## config.mk

```make
export PLATFORM = sky130hd
export DESIGN_NAME = odd_pipe_result_tracker
export DESIGN_NICKNAME = d
export VERILOG_FILES = /design/src/rtl/spu_odd_pkg.sv /design/src/rtl/odd_result_stage.sv /design/src/rtl/odd_pipe_result_tracker.sv
export SDC_FILE = /design/constraint.sdc
export NUM_CORES = 1
export LEC_CHECK = 0
export BUFFER_PORTS_ARGS = -buffer_cell sky130_fd_sc_hd__buf_4
export CORE_AREA = 2 2 587 589
export DETAILED_ROUTE_END_ITERATION = 12
export DIE_AREA = 0 0 589 591
export GPL_ROUTABILITY_DRIVEN = 0
export HOLD_SLACK_MARGIN = 0.15
export SYNTH_ARGS = -nofsm -noshare
export SYNTH_HDL_FRONTEND = slang
export SYNTH_SLANG_ARGS = --single-unit
```

## constraint.sdc

```tcl
create_clock -name clock -period 1.2 [get_ports clock]
set_input_delay 0 -clock clock [delete_from_list [all_inputs] [get_ports clock]]
set_output_delay 0 -clock clock [all_outputs]
set_load 0.02 [all_outputs]
```

## src/rtl/spu_odd_pkg.sv

```systemverilog
// Shared types and default configuration for the SPU odd-pipe result tracker.
// Latency: n/a (declarations only).
// Backpressure: n/a.
package spu_odd_pkg;

   // Default configuration: permute, local store and branch units
   localparam int ODD_DATA_W    = 128;
   localparam int ODD_ADDR_W    = 7;
   localparam int ODD_NUM_UNITS = 3;
   localparam int ODD_DEPTH     = 7;
   localparam int ODD_UNIT_W    = $clog2(ODD_NUM_UNITS);

   // Default per-unit result latencies, in cycles after issue
   localparam int ODD_LAT_PERM  = 4;
   localparam int ODD_LAT_LS    = 6;
   localparam int ODD_LAT_BR    = 1;

   // Execution unit numbering; the value is the index into res_valid/res_data
   typedef enum logic [ODD_UNIT_W-1:0] {
      UNIT_PERM = 2'd0,
      UNIT_LS   = 2'd1,
      UNIT_BR   = 2'd2
   } odd_unit_e;

   // One tracker stage for the default configuration
   typedef struct packed {
      logic                  valid;
      logic                  ready;
      logic                  wr;
      logic [ODD_UNIT_W-1:0] unit;
      logic [ODD_ADDR_W-1:0] addr;
      logic [ODD_DATA_W-1:0] data;
   } odd_stage_t;

   function automatic int max_int(input int a, input int b);
      return (a > b) ? a : b;
   endfunction

endpackage

```

## src/rtl/odd_result_stage.sv

```systemverilog
// One tracker pipeline register: shifts the entry from the previous stage and merges unit results.
// Latency: 1 cycle, entry in stage STAGE-1 appears here after the next rising edge.
// Backpressure: none, the entry always advances; missing or misdirected results are flagged instead.
module odd_result_stage #(
   parameter int DATA_W    = 128,
   parameter int ADDR_W    = 7,
   parameter int NUM_UNITS = 3,
   parameter int UNIT_W    = 2,
   parameter int STAGE     = 1,
   parameter int LAT [NUM_UNITS] = '{4, 6, 1}
) (
   input  logic                        clock_i,
   input  logic                        reset_i,
   input  logic                        in_valid_i,
   input  logic                        in_ready_i,
   input  logic                        in_wr_i,
   input  logic [UNIT_W-1:0]           in_unit_i,
   input  logic [ADDR_W-1:0]           in_addr_i,
   input  logic [DATA_W-1:0]           in_data_i,
   input  logic [NUM_UNITS-1:0]        res_valid_i,
   input  logic [NUM_UNITS*DATA_W-1:0] res_data_i,
   output logic                        valid_o,
   output logic                        ready_o,
   output logic                        wr_o,
   output logic [UNIT_W-1:0]           unit_o,
   output logic [ADDR_W-1:0]           addr_o,
   output logic [DATA_W-1:0]           data_o,
   output logic                        mismatch_o,
   output logic                        missing_o
);

   typedef struct packed {
      logic              valid;
      logic              ready;
      logic              wr;
      logic [UNIT_W-1:0] unit;
      logic [ADDR_W-1:0] addr;
      logic [DATA_W-1:0] data;
   } stage_t;

   stage_t stage_d;
   stage_t stage_q;

   // Next entry: copy the previous stage, then merge any unit whose result is due as it leaves STAGE-1
   always_comb begin
      stage_d    = '0;
      mismatch_o = 1'b0;
      missing_o  = 1'b0;
      if (in_valid_i) begin
         stage_d.valid = 1'b1;
         stage_d.ready = in_ready_i;
         stage_d.wr    = in_wr_i;
         stage_d.unit  = in_unit_i;
         stage_d.addr  = in_addr_i;
         stage_d.data  = in_data_i;
      end
      for (int u = 0; u < NUM_UNITS; u++) begin
         if (LAT[u] == STAGE - 1) begin
            if (in_valid_i && (in_unit_i == UNIT_W'(u))) begin
               if (res_valid_i[u]) begin
                  stage_d.data  = res_data_i[u*DATA_W +: DATA_W];
                  stage_d.ready = 1'b1;
               end else begin
                  // Result never arrived: retire the entry harmlessly so write-back stays safe
                  stage_d.wr    = 1'b0;
                  stage_d.ready = 1'b1;
                  stage_d.data  = '0;
                  missing_o     = 1'b1;
               end
            end else if (res_valid_i[u]) begin
               // Result with no matching entry at this point is dropped
               mismatch_o = 1'b1;
            end
         end
      end
   end

   // Stage register, cleared by reset so in-flight entries vanish
   always_ff @(posedge clock_i) begin
      if (reset_i) begin
         stage_q <= '0;
      end else begin
         stage_q <= stage_d;
      end
   end

   assign valid_o = stage_q.valid;
   assign ready_o = stage_q.ready;
   assign wr_o    = stage_q.wr;
   assign unit_o  = stage_q.unit;
   assign addr_o  = stage_q.addr;
   assign data_o  = stage_q.data;

endmodule

```

## src/rtl/odd_pipe_result_tracker.sv

```systemverilog
// Odd-pipe result tracker: follows every issue for DEPTH stages, merges unit results, drives write-back.
// Latency: issue at cycle t reaches write-back at t+DEPTH; unit u result is due at t+LAT[u].
// Backpressure: none; stages never stall, protocol violations set sticky proto_err.
module odd_pipe_result_tracker
   import spu_odd_pkg::*;
#(
   parameter int DATA_W    = ODD_DATA_W,
   parameter int ADDR_W    = ODD_ADDR_W,
   parameter int NUM_UNITS = ODD_NUM_UNITS,
   parameter int DEPTH     = ODD_DEPTH,
   parameter int LAT [NUM_UNITS] = '{ODD_LAT_PERM, ODD_LAT_LS, ODD_LAT_BR},
   localparam int UNIT_W   = (NUM_UNITS > 1) ? $clog2(NUM_UNITS) : 1
) (
   input  logic                        clock,
   input  logic                        reset,
   input  logic                        issue_valid,
   input  logic [UNIT_W-1:0]           issue_unit,
   input  logic [ADDR_W-1:0]           issue_addr,
   input  logic                        issue_wr,
   input  logic                        issue_kill,
   input  logic [NUM_UNITS-1:0]        res_valid,
   input  logic [NUM_UNITS*DATA_W-1:0] res_data,
   output logic                        wb_valid,
   output logic [DATA_W-1:0]           wb_data,
   output logic [ADDR_W-1:0]           wb_reg_addr,
   output logic                        wb_enable_reg_write,
   output logic [DEPTH-1:0]            fwd_valid,
   output logic [DEPTH-1:0]            fwd_ready,
   output logic [DEPTH-1:0]            fwd_wr,
   output logic [DEPTH*ADDR_W-1:0]     fwd_addr,
   output logic [DEPTH*DATA_W-1:0]     fwd_data,
   output logic                        proto_err
);

   // Largest unit latency: length of the post-reset window in which stray results are ignored
   function automatic int lat_max();
      int m;
      m = 0;
      for (int u = 0; u < NUM_UNITS; u++) begin
         m = max_int(m, LAT[u]);
      end
      return m;
   endfunction

   localparam int MAX_LAT = lat_max();
   localparam int GUARD_W = $clog2(MAX_LAT + 1);

   // Index 0 is the issue slot itself, 1..DEPTH are the registered stages
   logic [DEPTH:0]      st_valid;
   logic [DEPTH:0]      st_ready;
   logic [DEPTH:0]      st_wr;
   logic [UNIT_W-1:0]   st_unit [0:DEPTH];
   logic [ADDR_W-1:0]   st_addr [0:DEPTH];
   logic [DATA_W-1:0]   st_data [0:DEPTH];
   logic [DEPTH-1:0]    mismatch_vec;
   logic [DEPTH-1:0]    missing_vec;

   logic [GUARD_W-1:0]  guard_q;
   logic [GUARD_W-1:0]  guard_d;
   logic                proto_err_q;
   logic                proto_err_d;

   // A killed issue is still tracked so its result lands quietly, but it can never commit
   assign st_valid[0] = issue_valid;
   assign st_ready[0] = 1'b0;
   assign st_wr[0]    = issue_wr & ~issue_kill;
   assign st_unit[0]  = issue_unit;
   assign st_addr[0]  = issue_addr;
   assign st_data[0]  = '0;

   for (genvar s = 1; s <= DEPTH; s++) begin : g_stage
      odd_result_stage #(
         .DATA_W    (DATA_W),
         .ADDR_W    (ADDR_W),
         .NUM_UNITS (NUM_UNITS),
         .UNIT_W    (UNIT_W),
         .STAGE     (s),
         .LAT       (LAT)
      ) u_stage (
         .clock_i     (clock),
         .reset_i     (reset),
         .in_valid_i  (st_valid[s-1]),
         .in_ready_i  (st_ready[s-1]),
         .in_wr_i     (st_wr[s-1]),
         .in_unit_i   (st_unit[s-1]),
         .in_addr_i   (st_addr[s-1]),
         .in_data_i   (st_data[s-1]),
         .res_valid_i (res_valid),
         .res_data_i  (res_data),
         .valid_o     (st_valid[s]),
         .ready_o     (st_ready[s]),
         .wr_o        (st_wr[s]),
         .unit_o      (st_unit[s]),
         .addr_o      (st_addr[s]),
         .data_o      (st_data[s]),
         .mismatch_o  (mismatch_vec[s-1]),
         .missing_o   (missing_vec[s-1])
      );

      assign fwd_addr[(s-1)*ADDR_W +: ADDR_W] = st_addr[s];
      // Consumers only ever see final data
      assign fwd_data[(s-1)*DATA_W +: DATA_W] = st_ready[s] ? st_data[s] : '0;
   end

   assign fwd_valid = st_valid[DEPTH:1];
   assign fwd_ready = st_ready[DEPTH:1];
   assign fwd_wr    = st_wr[DEPTH:1];

   assign wb_valid            = st_valid[DEPTH];
   assign wb_data             = st_data[DEPTH];
   assign wb_reg_addr         = st_addr[DEPTH];
   assign wb_enable_reg_write = st_valid[DEPTH] & st_ready[DEPTH] & st_wr[DEPTH];

   // Guard countdown and sticky error: stray results are tolerated until the pipe has fully refilled
   always_comb begin
      guard_d     = (guard_q != '0) ? guard_q - GUARD_W'(1) : guard_q;
      proto_err_d = proto_err_q
                  | (|missing_vec)
                  | ((|mismatch_vec) & (guard_q == '0));
   end

   // Guard counter and error flag registers
   always_ff @(posedge clock) begin
      if (reset) begin
         guard_q     <= GUARD_W'(MAX_LAT);
         proto_err_q <= 1'b0;
      end else begin
         guard_q     <= guard_d;
         proto_err_q <= proto_err_d;
      end
   end

   assign proto_err = proto_err_q;

endmodule

```

### Word level (Yosys, flattened, before mapping)

Index checks and enable logic that the tools add are counted.
W data, S select, Z words.

* register bits: 982
* input bits: 401
* output and inout port bits: 1104
* logic and storage cells: 113

* add/subtract/negate cells: 1
* equal/unequal tests: 2
* mux-type cells: 38
* bitwise logic cells: 14
* reductions and logical operators: 15

Operators by type and width (count)
* $mux W128: 13
* $mux W140: 7
* $mux W1: 15
* $reduce_or A2 Y1: 7
* $not A1 Y1: 8
* $mux W2: 3
* $reduce_or A3 Y1: 2
* $and A1 B1 Y1: 4
* $logic_and A1 B1 Y1: 3
* $logic_not A3 Y1: 1
* $reduce_bool A3 Y1: 1
* $sub A3 B1 Y3 const B: 1
* $eq A2 B1 Y1 const B: 1
* $eq A2 B2 Y1 const B: 1
* $logic_not A2 Y1: 1
* $or A1 B1 Y1: 2

### Longest topological paths before layout

* word-level depth: 6
* depth in mapped cells: 5
* mapped depth without buffers: 5

### Hierarchy

From an unflattened synthesis, not the netlist that was laid out.

* cell total of the unflattened synthesis: 4114
* area total of the unflattened synthesis: 39989.6 µm²

Modules (own cells, without submodules)
* odd_result_stage at g_stage[1].u_stage ...: instances 4, cells each 313, area each 4370.4 µm², seq. area each 2802.7 µm²
* odd_result_stage at g_stage[2].u_stage ...: instances 2, cells each 601, area each 4982.3 µm², seq. area each 2802.7 µm²
* odd_pipe_result_tracker: instances 1, cells each 1034, area each 6434.9 µm², seq. area each 80.1 µm²
* odd_result_stage at g_stage[5].u_stage: instances 1, cells each 626, area each 6108.4 µm², seq. area each 2802.7 µm²

### Least setup slack after synthesis

No wires, ideal clock.

* path kind: reg-to-reg
* start point: register g_stage[4].u_stage.stage_q (netlist bit g_stage[4].u_stage.valid_o)
* end point: register proto_err_q, in the netlist proto_err
* setup time: 133 ps
* arrival: 1160 ps
* required time: 1067 ps
* path slack: -94 ps
* cell stages (with the launch flop): 4
* path buffers: 0
* clock period less this slack: 1294 ps
* cell sequence: dfxtp_1 -> or3b_2 -> a222oi_1 -> o22ai_1

* word-level cells in the longest chain between the ends: 5
* elaborated cells between the ends (all ways): 8
* classes of those cells: mux: 2; bitwise: 3; reduce/logical: 3

Ends and longest elaborated chain
* start, declared: RTL line odd_result_stage.sv:42 `stage_t stage_q;`
* start signal, assigned: RTL line odd_result_stage.sv:83 `stage_q <= stage_d;`
* $logic_and A1 B1 Y1 *: RTL line odd_result_stage.sv:59 `if (in_valid_i && (in_unit_i == UNIT_W'(u))) begin`
* $mux W1: RTL line odd_result_stage.sv:59
* $reduce_or A3 Y1 (on tied branches): RTL line odd_pipe_result_tracker.sv:118, odd_pipe_result_tracker.sv:119
* $or A1 B1 Y1 / $and A1 B1 Y1 (equally long branches): RTL line odd_pipe_result_tracker.sv:118, odd_pipe_result_tracker.sv:119
* $or A1 B1 Y1 *: RTL line odd_pipe_result_tracker.sv:119 `| ((|mismatch_vec) & (guard_q == '0));`
* end signal, assigned: RTL line odd_pipe_result_tracker.sv:129 `proto_err_q <= proto_err_d;`
* end, declared: RTL line odd_pipe_result_tracker.sv:60 `logic proto_err_q;`

Mark *: on every way between the ends. The rest lies on a longest branch, timed or not.
A chain may end at the register's enable or synchronous reset.

### Worst setup path in the final report

* start point: register g_stage[5].u_stage.stage_q (netlist bit g_stage[5].u_stage.ready_o)
* end point: output fwd_data[596]

* word-level cells in the longest chain between the ends: 1

Ends and longest elaborated chain
* start, declared: RTL line odd_result_stage.sv:42
* start signal, assigned: RTL line odd_result_stage.sv:83
* $mux W128: RTL line odd_pipe_result_tracker.sv:102 `assign fwd_data[(s-1)*DATA_W +: DATA_W] = st_ready[s] ? st_data[s] : '0;`
* end, declared: RTL line odd_pipe_result_tracker.sv:31 `output logic [DEPTH*DATA_W-1:0] fwd_data,`

No other way between the ends.

==> metrics.txt <==
# TYPE chip_impl_metric gauge
chip_impl_info{name="status",value="finished, violations left"} 1
chip_impl_metric{name="drt-pass1-iter-count",unit=""} 5
chip_impl_metric{name="die_width",unit="um"} 589
chip_impl_metric{name="core_area",unit="sq um"} 341900
chip_impl_metric{name="route.detailed.drc",unit=""} 0
chip_impl_info{name="timing.critical_path.from_type",value="register"} 1
chip_impl_metric{name="layout_area_growth_over_synthesis",unit="%"} 102.2
chip_impl_metric{name="yosys.cell_types.count",unit=""} 36
chip_impl_metric{name="finalHoldViolCount",unit=""} 0
chip_impl_metric{name="numCtsBuffers",unit=""} 110
chip_impl_metric{name="finalWirelength",unit="mm"} 315.1
chip_impl_metric{name="final-setup-viol-count",unit=""} 1525
chip_impl_metric{name="post-route-period-util",unit="%"} 172.5
chip_impl_metric{name="routed-via-count",unit=""} 33040
chip_impl_metric{name="grt_antenna_before_repair",unit=""} 190
chip_impl_metric{name="synth-seq-area-share",unit="%"} 54.88
chip_impl_metric{name="vias_per_cell",unit=""} 3.248
chip_impl_metric{name="grt_usage",unit="%"} 17.12
chip_impl_metric{name="net_count_final",unit=""} 5837
chip_impl_info{name="endpoint_kind",value="primary output"} 1
chip_impl_metric{name="vdd_ir_max",unit="mV"} 1.079
chip_impl_metric{name="postSynthRegisterBits",unit=""} 853
chip_impl_info{name="min_path_type",value="input port to register"} 1
chip_impl_metric{name="grt-ovfl-total",unit=""} 0
chip_impl_metric{name="die_area",unit="sq um"} 348100
chip_impl_metric{name="arrival",unit="ns"} 2.07
chip_impl_metric{name="floorplan.io_pins",unit=""} 1505
chip_impl_metric{name="cell_area_after_synthesis",unit="sq um"} 31110
chip_impl_metric{name="max_freq",unit="MHz"} 483.0
chip_impl_metric{name="core.rowCount",unit=""} 215
chip_impl_info{name="rsz0062_at_grt",value="yes"} 1
chip_impl_metric{name="hpwlAfterDp",unit="mm"} 263.1
chip_impl_metric{name="wire_length_of_the_first_global_routing_pass",unit="mm"} 379.2
chip_impl_metric{name="avgRoutedWirePerCell",unit="um"} 30.98
chip_impl_metric{name="clockBufferDepth",unit=""} 4
chip_impl_metric{name="post_route_cells_drive_above_1_share",unit="%"} 37.60
chip_impl_info{name="ctsRootBufferMaster",value="sky130_fd_sc_hd__clkbuf_16"} 1
chip_impl_metric{name="relSlewSlack",unit="%"} 54.17
chip_impl_metric{name="tritoncts_sink_count",unit=""} 853
chip_impl_metric{name="layout_setup_ws",unit="ns"} -0.8705
chip_impl_metric{name="critPathMaxFanout",unit=""} 62
chip_impl_metric{name="die_h",unit="um"} 591
chip_impl_metric{name="first_global_vias",unit=""} 32540
chip_impl_metric{name="p_leak",unit="uW"} 0.02677
chip_impl_metric{name="worstMarginPinSlew",unit="ns"} 0.6874
chip_impl_metric{name="clock-skew-final",unit="ns"} 0.07656
chip_impl_metric{name="cp.required",unit="ns"} 1.20
chip_impl_metric{name="initial_core_util",unit="%"} 9.100
chip_impl_info{name="crit_path_class",value="register to primary output"} 1
chip_impl_info{name="violations_in_the_final_reports",value="setup timing"} 1
chip_impl_metric{name="final-seq-area",unit="sq um"} 17110
chip_impl_metric{name="total_negative_slack",unit="ns"} -713.82
chip_impl_info{name="final_common_cell",value="sky130_fd_sc_hd__buf_4"} 1
chip_impl_metric{name="io_buffer_count",unit=""} 1375
chip_impl_metric{name="final_report_max_slew_violation_count",unit=""} 0
chip_impl_metric{name="largest_net_degree_at_the_start_of_global_routing",unit=""} 68
chip_impl_info{name="tritoncts",value="done"} 1
chip_impl_metric{name="cts-htree-levels",unit=""} 3
chip_impl_metric{name="worst_setup_hold_path_clk_slew",unit="ns"} 0.06
chip_impl_metric{name="num-fill-cells",unit=""} 37650
chip_impl_metric{name="dpl_cell_area",unit="sq um"} 48240
chip_impl_metric{name="max_cap_violations",unit=""} 0
chip_impl_metric{name="fin_crit",unit="ns"} 2.071
chip_impl_metric{name="detailed_route_iter0_violations",unit=""} 2314
chip_impl_metric{name="antenna_violating_nets_post_route",unit=""} 0
chip_impl_info{name="final_cell_mix",value="sky130_fd_sc_hd__buf_4, sky130_fd_sc_hd__and2_1, sky130_fd_sc_hd__dfxtp_1"} 1
chip_impl_metric{name="fin_area",unit="sq um"} 62920
chip_impl_metric{name="syn_inst",unit=""} 3162
chip_impl_metric{name="power_density",unit="nW/um^2"} 1082
chip_impl_metric{name="avg_synthesized_cell_area",unit="sq um"} 9.840
chip_impl_metric{name="clk_lat_worst_skew",unit="ns"} 0.87
chip_impl_metric{name="synth-warning-count",unit=""} 0
chip_impl_metric{name="area_of_combinational_cells_with_multiple_inputs",unit="sq um"} 12840
## synthesized netlist by cell type
cell type	number	area, sq um
sky130_fd_sc_hd__and2_1	1347	8427
sky130_fd_sc_hd__dfxtp_1	853	17080
sky130_fd_sc_hd__nor2_1	261	979.7
sky130_fd_sc_hd__buf_4	162	1216
sky130_fd_sc_hd__clkbuf_1	157	589.3
sky130_fd_sc_hd__a22oi_1	128	960.9
sky130_fd_sc_hd__a32oi_1	128	1121
sky130_fd_sc_hd__buf_2	66	330.3
sky130_fd_sc_hd__clkbuf_2	12	60.06
sky130_fd_sc_hd__nor2b_1	7	43.79
sky130_fd_sc_hd__inv_1	4	15.01
sky130_fd_sc_hd__buf_6	3	33.78
sky130_fd_sc_hd__nand2_1	3	11.26
sky130_fd_sc_hd__and3b_1	2	17.52
sky130_fd_sc_hd__and4b_1	2	20.02
sky130_fd_sc_hd__buf_1	2	7.510
sky130_fd_sc_hd__ha_1	2	25.02
sky130_fd_sc_hd__nand2b_1	2	12.51
sky130_fd_sc_hd__nand3b_1	2	15.01
sky130_fd_sc_hd__nor4bb_1	2	20.02
sky130_fd_sc_hd__o21a_1	2	15.01
sky130_fd_sc_hd__a21boi_0	1	7.510
sky130_fd_sc_hd__a21oi_1	1	5.000
sky130_fd_sc_hd__a222oi_1	1	10.01
sky130_fd_sc_hd__and3_1	1	6.260
sky130_fd_sc_hd__and4bb_2	1	12.51
sky130_fd_sc_hd__conb_1	1	3.750
sky130_fd_sc_hd__mux2i_1	1	10.01
sky130_fd_sc_hd__nor2b_2	1	8.760
sky130_fd_sc_hd__nor4_1	1	6.260
sky130_fd_sc_hd__nor4b_1	1	8.760
sky130_fd_sc_hd__o22ai_1	1	6.260
sky130_fd_sc_hd__o31ai_1	1	7.510
sky130_fd_sc_hd__or2_2	1	6.260
sky130_fd_sc_hd__or3b_2	1	8.760
sky130_fd_sc_hd__xnor2_1	1	8.760
## worst paths after layout
kind	from	to	slack, ns	cells past startpoint
worst min-delay path	res_data[172]	g_stage[7].u_stage.data_o[44]	0.19	4
worst max register to register	g_stage[4].u_stage.unit_o[1]	g_stage[5].u_stage.data_o[61]	-0.79	4
worst max-delay path	g_stage[5].u_stage.ready_o	fwd_data[596]	-0.87	3
worst min register to register	g_stage[2].u_stage.unit_o[0]	g_stage[3].u_stage.unit_o[0]	0.38	1
## flip-flops by register name, indices dropped and copies added, names as in the netlist
signal and count:
g_stage.u_stage.addr_o 49, guard_q 3, g_stage.u_stage.wr_o 7, proto_err 1
g_stage.u_stage.valid_o 7, g_stage.u_stage.data_o 768, g_stage.u_stage.unit_o 12, g_stage.u_stage.ready_o 6
## timing repair
item                                    CTS  global route
gates cloned                             16            13
pin swaps                                 8            13
buffers inserted                         22             8
resized for setup                       381           214
endpoints found under the hold margin   820             0
setup endpoints to repair              1531          1639
hold buffers                            773             0
## stage by stage
step	instances	util, %	power [uW]	worst slack [ns]	hold slack [ns]
after detailed placement	9053	14.11	31360	-0.5680	0.2043
after floorplan	3290	-	30070	-0.02037	0.1217
final	10170	18.40	68080	-0.8705	0.1943
after global placement	9053	14.11	31360	-0.5518	0.2027
after CTS	10060	18.04	69170	-0.9663	0.1396
after global routing	10100	18.35	70230	-0.9289	0.1748
## critical path, stage by stage (launching register included)
cell	delay [ns]
sky130_fd_sc_hd__dfxtp_4	0.39
sky130_fd_sc_hd__buf_16	0.20
sky130_fd_sc_hd__and2_1	0.20
sky130_fd_sc_hd__buf_4	0.20
## where the power goes
part           switching [uW]  total (uW)  internal [uW]
clock                   15400       34800          19400
sequential               62.9       28400          28400
combinational            2130        4900           2770
## metal layers
layer,wire (um),global-route usage [%],up-vias
met2,128700,25.01,1868
met3,31190,6.587,527
met1,142900,22.98,16030
met4,11780,5.249,82
li1,-,-,14530
met5,542,0,-
## logic make-up (layout without fill, tap and decap cells)
family | count (synthesis) | after routing | synth area share (%)
xor+xnor | 1 | 1 | 0.02815
flops | 853 | 853 | 54.88
mux | 1 | 1 | 0.03217
fa+ha+maj | 2 | 2 | 0.08042
other cells | 1 | 221 | 0.01205
buf+inv | 406 | 2638 | 7.239
simple gates | 1635 | 1635 | 30.87
compound gates | 263 | 263 | 6.856
## cell type report
class | instances | share of cell area, %
clock buffer | 143 | 4.892
clock inverter | 57 | 0.9605
tap | 4557 | 9.062
sequential | 853 | 27.19
timing repair buffer | 2434 | 37.10
multi-input combinational | 2031 | 20.40
inverter | 4 | 0.02386
antenna | 92 | 0.3659
Note: power is estimated with default switching activity, not from simulation.
